[config.mk]
export PLATFORM = sky130hd
export DESIGN_NAME = router_input_ctrl
export DESIGN_NICKNAME = d
export VERILOG_FILES = /design/src/rtl/router_input_ctrl.sv
export SDC_FILE = /design/constraint.sdc
export NUM_CORES = 1
export LEC_CHECK = 0
export CAP_MARGIN = 0
export CORE_MARGIN = 2
export CORE_UTILIZATION = 34
export CTS_BUF_LIST = sky130_fd_sc_hd__clkbuf_16
export DETAILED_ROUTE_END_ITERATION = 10
export GPL_TIMING_DRIVEN = 0
export PLACE_DENSITY = 0.86
export SYNTH_ARGS = -nofsm -noshare
export SYNTH_HDL_FRONTEND = slang
export SYNTH_SLANG_ARGS = --single-unit
[constraint.sdc]
create_clock -name clk -period 6.6 [get_ports clk]
set_clock_uncertainty 0.1 [all_clocks]
set_input_delay 0.66 -clock clk [delete_from_list [all_inputs] [get_ports clk]]
set_output_delay 0.66 -clock clk [all_outputs]
set_load 0.1 [all_outputs]
[src/rtl/router_input_ctrl.sv]
// router_input_ctrl -- wormhole router input-port controller.
//
// Sits between one input FIFO and the switch. A header at the FIFO head
// raises a one-hot request toward its lookahead output port. The request is
// held as a packet lock until the tail flit has been forwarded. Malformed
// heads seen while idle are dropped, and they set a sticky error flag.
//
// Ports
//   clk        : clock, rising edge
//   rst        : synchronous reset, active low
//   fifo_empty : input FIFO is empty
//   fifo_data  : flit at the FIFO head; type in [Width-1:Width-2], dir in [NumPorts-1:0]
//   fifo_rdreq : pop the FIFO head this cycle
//   req        : one-hot output-port request to the switch allocator
//   gnt        : one-hot grant from the allocator
//   out_ready  : per-port downstream space
//   out_valid  : one-hot, a flit moves to that port this cycle
//   out_data   : flit being moved (always the FIFO head)
//   err        : sticky protocol error
//   pkt_count  : completed packets, modulo 2^16
module router_input_ctrl #(
  parameter int Width    = 66,
  parameter int NumPorts = 5
) (
  input  logic                clk,
  input  logic                rst,
  input  logic                fifo_empty,
  input  logic [Width-1:0]    fifo_data,
  output logic                fifo_rdreq,
  output logic [NumPorts-1:0] req,
  input  logic [NumPorts-1:0] gnt,
  input  logic [NumPorts-1:0] out_ready,
  output logic [NumPorts-1:0] out_valid,
  output logic [Width-1:0]    out_data,
  output logic                err,
  output logic [15:0]         pkt_count
);

  typedef enum logic [1:0] {IDLE, WAIT_GNT, ACTIVE} state_e;

  state_e              state_q, state_d;
  logic [NumPorts-1:0] dir_q, dir_d;
  logic                err_q, err_d;
  logic [15:0]         cnt_q, cnt_d;
  // Set until the first flit of the packet is forwarded. Any later flit
  // that has the header bit set is a protocol error.
  logic                first_q, first_d;

  logic [1:0]          flit_type;
  logic                is_hdr, is_tail;
  logic [NumPorts-1:0] head_dir;
  logic                dir_ok, granted, ready, xfer;
  logic                rdreq_c;
  logic [NumPorts-1:0] req_c, ov_c;

  // Type encoding: bit1 marks a header, and bit0 marks a tail.
  // A value of 11 is a single-flit packet, which is both.
  assign flit_type = fifo_data[Width-1:Width-2];
  assign is_hdr    = flit_type[1];
  assign is_tail   = flit_type[0];
  assign head_dir  = fifo_data[NumPorts-1:0];
  assign dir_ok    = $onehot(head_dir);
  assign granted   = |(gnt & dir_q);
  assign ready     = |(out_ready & dir_q);
  assign xfer      = (state_q == ACTIVE) && !fifo_empty && granted && ready;

  always_comb begin
    state_d = state_q;
    dir_d   = dir_q;
    err_d   = err_q;
    cnt_d   = cnt_q;
    first_d = first_q;
    rdreq_c = 1'b0;
    req_c   = '0;
    ov_c    = '0;
    case (state_q)
      IDLE: begin
        if (!fifo_empty) begin
          if (is_hdr && dir_ok) begin
            // The header is not popped here. It becomes the first flit
            // forwarded once the switch grants the request.
            dir_d   = head_dir;
            first_d = 1'b1;
            state_d = WAIT_GNT;
          end else begin
            rdreq_c = 1'b1;
            err_d   = 1'b1;
          end
        end
      end
      WAIT_GNT: begin
        req_c = dir_q;
        if (granted) state_d = ACTIVE;
      end
      ACTIVE: begin
        req_c = dir_q;
        if (xfer) begin
          rdreq_c = 1'b1;
          ov_c    = dir_q;
          first_d = 1'b0;
          // A stray header inside a packet is forwarded along the locked
          // path. It is flagged as an error, and dir is left unchanged.
          if (is_hdr && !first_q) err_d = 1'b1;
          if (is_tail) begin
            state_d = IDLE;
            cnt_d   = cnt_q + 16'd1;
          end
        end
      end
      default: state_d = IDLE;
    endcase
  end

  always_ff @(posedge clk) begin
    if (!rst) begin
      state_q <= IDLE;
      dir_q   <= '0;
      err_q   <= 1'b0;
      cnt_q   <= '0;
      first_q <= 1'b0;
    end else begin
      state_q <= state_d;
      dir_q   <= dir_d;
      err_q   <= err_d;
      cnt_q   <= cnt_d;
      first_q <= first_d;
    end
  end

  // Handshake outputs are gated by reset. While rst is low they stay quiet
  // immediately, without waiting for the next clock edge.
  assign fifo_rdreq = rst & rdreq_c;
  assign req        = rst ? req_c : '0;
  assign out_valid  = rst ? ov_c  : '0;
  assign out_data   = fifo_data;
  assign err        = err_q;
  assign pkt_count  = cnt_q;

endmodule

# Word level (Yosys, flattened, before mapping)

Cells that the tools add are included.

Add/sub/neg operators: 5
Eq/ne operators: 10
Muxes and demuxes: 24
Bitwise gates (word level): 4
Reduce and logical (&&, ||, !) cells: 17

Operators with widths:

| kind                    | number |
|---|---|
| $mux W5                 | 5 |
| $add A16 B1 Y16 const B | 1 |
| $ne A2 B2 Y1 const B    | 6 |
| $and A5 B5 Y5           | 2 |
| $mux W1                 | 10 |
| $mux W2                 | 5 |
| $reduce_and A5 Y1       | 2 |
| $reduce_or A5 Y1        | 2 |
| $pmux W1 S2             | 3 |
| $pmux W2 S3             | 1 |
| $reduce_and A3 Y1       | 2 |
| $logic_and A1 B1 Y1     | 5 |
| $add A1 B1 Y2           | 2 |
| $reduce_and A4 Y1       | 1 |
| $add A2 B2 Y3           | 1 |
| $add A3 B1 Y3           | 1 |
| $eq A3 B1 Y1 const B    | 1 |
| $eq A2 B1 Y1 const B    | 1 |
| $eq A2 B2 Y1 const B    | 1 |
| $logic_not A1 Y1        | 2 |
| $logic_not A2 Y1        | 1 |
| $ne A2 B1 Y1 const B    | 1 |
| $reduce_bool A2 Y1      | 1 |
| $reduce_or A2 Y1        | 1 |
| 2 further kinds         | 2 |

Flip-flop bits (word level): 25
Input port bits: 79
Output and inout port bits: 94
Word-level logic and storage cells: 65

# Longest topological paths before layout

Depth in word-level cells: 9
Gate-level depth with buffers: 11
Depth with buffers taken out: 10

# Worst setup path before layout

OpenSTA, ideal clock, no wires.

Kind: input -> output
Start: input port fifo_data[0]
End: output port fifo_rdreq
Data arrival time: 3161 ps
Data required time: 5840 ps
Path slack: 2679 ps
Cell stages on the path: 8
Path buffers: 0
Path through: inv_1 > fa_1 > fa_1 > inv_1 > ha_1 > or4b_1 > a21oi_1 > nor2_1

Word-level cells in the longest chain between the ends: 9

RTL lines:

| item                                | RTL line | RTL |
|---|---|---|
| start, declared                     | 28       | `input logic [Width-1:0] fifo_data,` |
| $add A1 B1 Y2 (implied by the code) | 62       | `assign dir_ok = $onehot(head_dir);` |
| $add A2 B2 Y3 (implied by the code) | 62       |  |
| $add A3 B1 Y3 (implied by the code) | 62       |  |
| $eq A3 B1 Y1                        | 62       |  |
| $logic_and A1 B1 Y1                 | 79       | `if (is_hdr && dir_ok) begin` |
| $mux W1                             | 79       |  |
| $mux W1                             | 78       | `if (!fifo_empty) begin` |
| $pmux W1 S2                         | 76       | `case (state_q)` |
| $and A1 B1 Y1                       | 132      | `assign fifo_rdreq = rst & rdreq_c;` |
| end, declared                       | 29       | `output logic fifo_rdreq,` |

Every way passes these cells.

# Worst setup path in the final report

Same ends and word-level chain as after synthesis.

==> qor.yml <==
outcome:
  status: "finished clean"
power:
  irDropWorstVdd_uv: 148
  p_leak_nw: 1.37
  p_per_area_nw_per_um2: 190
synth:
  syn_area_sq_um: 1960
  ys_types: 38
  avgSynthCellArea_sq_um: 7.86
  synthCells: 250
  yosys_warnings: 0
  synth_fp_nets: 337
  seq_area_frac_synth: 0.255
  yosys_register_bits: 25
sta:
  final-hold-violation-count: 0
  rsz0062_at_grt: "false"
  tightest_slew_ns: 0.995
  slew_viol_final: 0
  clock.fmax_mhz: 205
  setup_violations: 0
  finalWorstSetupSlack_ns: 1.73
  holdWs_ns: 0.387
  tns_ns: 0
  period_needed_ns: 4.87
  slew_headroom: 0.334
  min_period_over_period: 0.739
drt:
  wire_per_inst_um: 12.7
  drtIter0Drc: 75
  vias: 2092
  wl_um: 5570
  ant_nets: 0
  dr.pass1.iters: 4
  avgViaCountPerCell: 4.77
  drc: 0
hold_path:
  whs_path_depth: 2
  hold_class: "reg -> reg"
clock_network:
  clockBufferDepth: 2
  post_cts_buffers: 0
  cts-resized-gates: 0
  cts_tree: "done"
  ctsHoldBuffers: 0
  cts-buffers-inserted: 3
  path_clk_slew_ns: 0.06
  clk_latency_ns: 0.26
  cts_max_level: 1
  clock_sinks: 25
  clock-root-buffer: "clkbuf_16"
worst_setup_path:
  arrival_ns: 4.11
  cp-start-kind: "input pin"
  required_ns: 5.84
  slowest_delay_ns: 0.99
  cp-end-kind: "primary output"
  path_max_fanout: 2
  path_cells: "clkdlybuf4s50_1, inv_1, fa_1, fa_1, inv_1, ha_1, or4b_1, a21oi_1, nor2_1, clkdlybuf4s50_1"
  reg2regPathDepth: 7
  crit_type: "in -> out"
  cpMaxStageDelayCell: "clkdlybuf4s50_1"
layout:
  drive_gt1_frac: 0.199
  fill_cells: 499
  final_cell_area_sq_um: 3260
  final_core_util: 0.589
  multiInputGateArea_sq_um: 893
  syn2layout_area_growth_pct: 66.2
  nets: 455
  regArea_sq_um: 500
  n_antenna_cell: 0
run:
  max-cap-violations: 0
die:
  die_x_um: 80.0
  num_rows: 27
  core_area_sq_um: 5540
  die_height_um: 80.0
  initial_core_util: 0.355
  fp.dieArea_sq_um: 6400
  pin_count: 173
place:
  gp_congestion: 0.798
  dp_hpwl_um: 4610
  pre_cts_ws_ns: 1.73
  dpl_cell_area_sq_um: 3190
  port_buffers: 113
grt:
  overflow: 0
  grt.met3_usage: 0.0385
  grt_usage: 0.159
  grt_first_pass_wirelength_um: 8290
  antenna_found_initial: 0
  grt_max_degree: 14
  grtUsageMet2: 0.301
  use_met1: 0.180
  grt_busiest_layer: "met2"
  grt_pass1_vias: 1857
## layout by cell type, fill, tap and decap left out
cell type and instances:
inv_1 14, dfxtp_1 25, o211a_1 1, a21oi_1 18, nor3_1 2, or4_1 3
nand4_2 1, a22oi_1 2, o31ai_1 2, a222oi_1 2, nor4_1 4, a21oi_2 1
mux2i_1 4, or3_1 2, fa_1 2, a21o_1 2, nor4b_1 1, xnor2_1 3
clkbuf_1 6, or4b_1 1, or3_2 1, and4_1 2, ha_1 6, nand2_1 15
nand2b_1 4, xor2_1 2, and3_1 13, nand4_1 2, o31a_1 1, nand3b_1 1
o21a_1 2, clkbuf_16 3, nand3_1 11, buf_4 66, o21ai_0 10, nor2_1 16
clkdlybuf4s50_1 113, a21oi_4 1, clkinv_1 1, nor2b_1 1
## power breakdown
part	internal [mW]	switching, mW	total, mW	leakage, nW
Sequential	0.157	0.00556	0.163	0.202
Combinational	0.0926	0.234	0.327	1.13
Clock	0.0810	0.0512	0.132	0.0423
## cell type report
type | count | share of cell area
buffer | 72 | 0.159
clock inverter | 1 | 0.00115
inverter | 14 | 0.0161
clock buffer | 3 | 0.0230
sequential | 25 | 0.153
multi-input combinational | 139 | 0.274
timing repair buffer | 113 | 0.346
tap | 72 | 0.0276
## routing by layer
metal | vias up | share of wire
met5 | - | 0
met2 | 103 | 0.54
li1 | 1025 | -
met1 | 962 | 0.37
met3 | 2 | 0.089
met4 | 0 | 0.0022
## sequential cells by signal, indices dropped and copies added (netlist names)
register / flops
pkt_count: 16
dir_q: 5
state_q: 2
err: 1
first_q: 1
## through the flow
stage               cells  total power, mW
floorplan             250            0.421
global placement      435            0.489
detailed placement    435            0.493
CTS                   439            0.624
global route          439            0.644
finish                439            0.622
## worst max-delay path, delay by kind of cell
kind | cells | cell delay, ns
compound gates | 1 | 0.15
fa+ha+maj | 3 | 1.10
simple gates | 2 | 0.60
buf+inv | 4 | 1.59
## worst paths after layout
check / startpoint / endpoint / slack, ns
min reg2reg: pkt_count[14] / pkt_count[14] / 0.39
min: pkt_count[14] / pkt_count[14] / 0.39
max reg2reg: state_q[0] / pkt_count[7] / 4.44
max: fifo_data[0] / fifo_rdreq / 1.73
## cell usage after synthesis, drive strengths merged
| cell type | number | area share |
|---|---|---|
| or4b | 1 | 0.0051 |
| o31ai | 2 | 0.0076 |
| dfxtp | 25 | 0.25 |
| o31a | 1 | 0.0045 |
| nand4 | 3 | 0.013 |
| a21oi | 20 | 0.059 |
| o21ai | 10 | 0.025 |
| inv | 13 | 0.025 |
| a21o | 2 | 0.0076 |
| nand2b | 4 | 0.013 |
| or3 | 3 | 0.010 |
| a222oi | 2 | 0.010 |
| buf | 66 | 0.25 |
| o21a | 2 | 0.0076 |
| nand3 | 11 | 0.028 |
| and4 | 2 | 0.0089 |
| and3 | 13 | 0.041 |
| nor2b | 1 | 0.0032 |
| nor4 | 4 | 0.013 |
| nor2 | 16 | 0.031 |
| mux2i | 4 | 0.020 |
| xor2 | 2 | 0.0089 |
| clkinv | 1 | 0.0019 |
| o211a | 1 | 0.0051 |
| xnor2 | 3 | 0.013 |
| nand2 | 15 | 0.029 |
| nor4b | 1 | 0.0045 |
| fa | 2 | 0.020 |
| nor3 | 2 | 0.0051 |
| or4 | 3 | 0.011 |
| ha | 6 | 0.038 |
| clkbuf | 6 | 0.011 |
| nand3b | 1 | 0.0038 |
| a22oi | 2 | 0.0076 |
## kinds of logic after synthesis
family,count (synthesis),synth area share
XOR/XNOR,5,0.0223
multiplexers,4,0.0204
AND/OR/NAND/NOR,80,0.219
flip-flops,25,0.255
AO/OA/AOI/OAI,42,0.134
buffers and inverters,86,0.290
adder cells (fa/ha/maj),8,0.0586
Power figures use the tool's default switching activity.
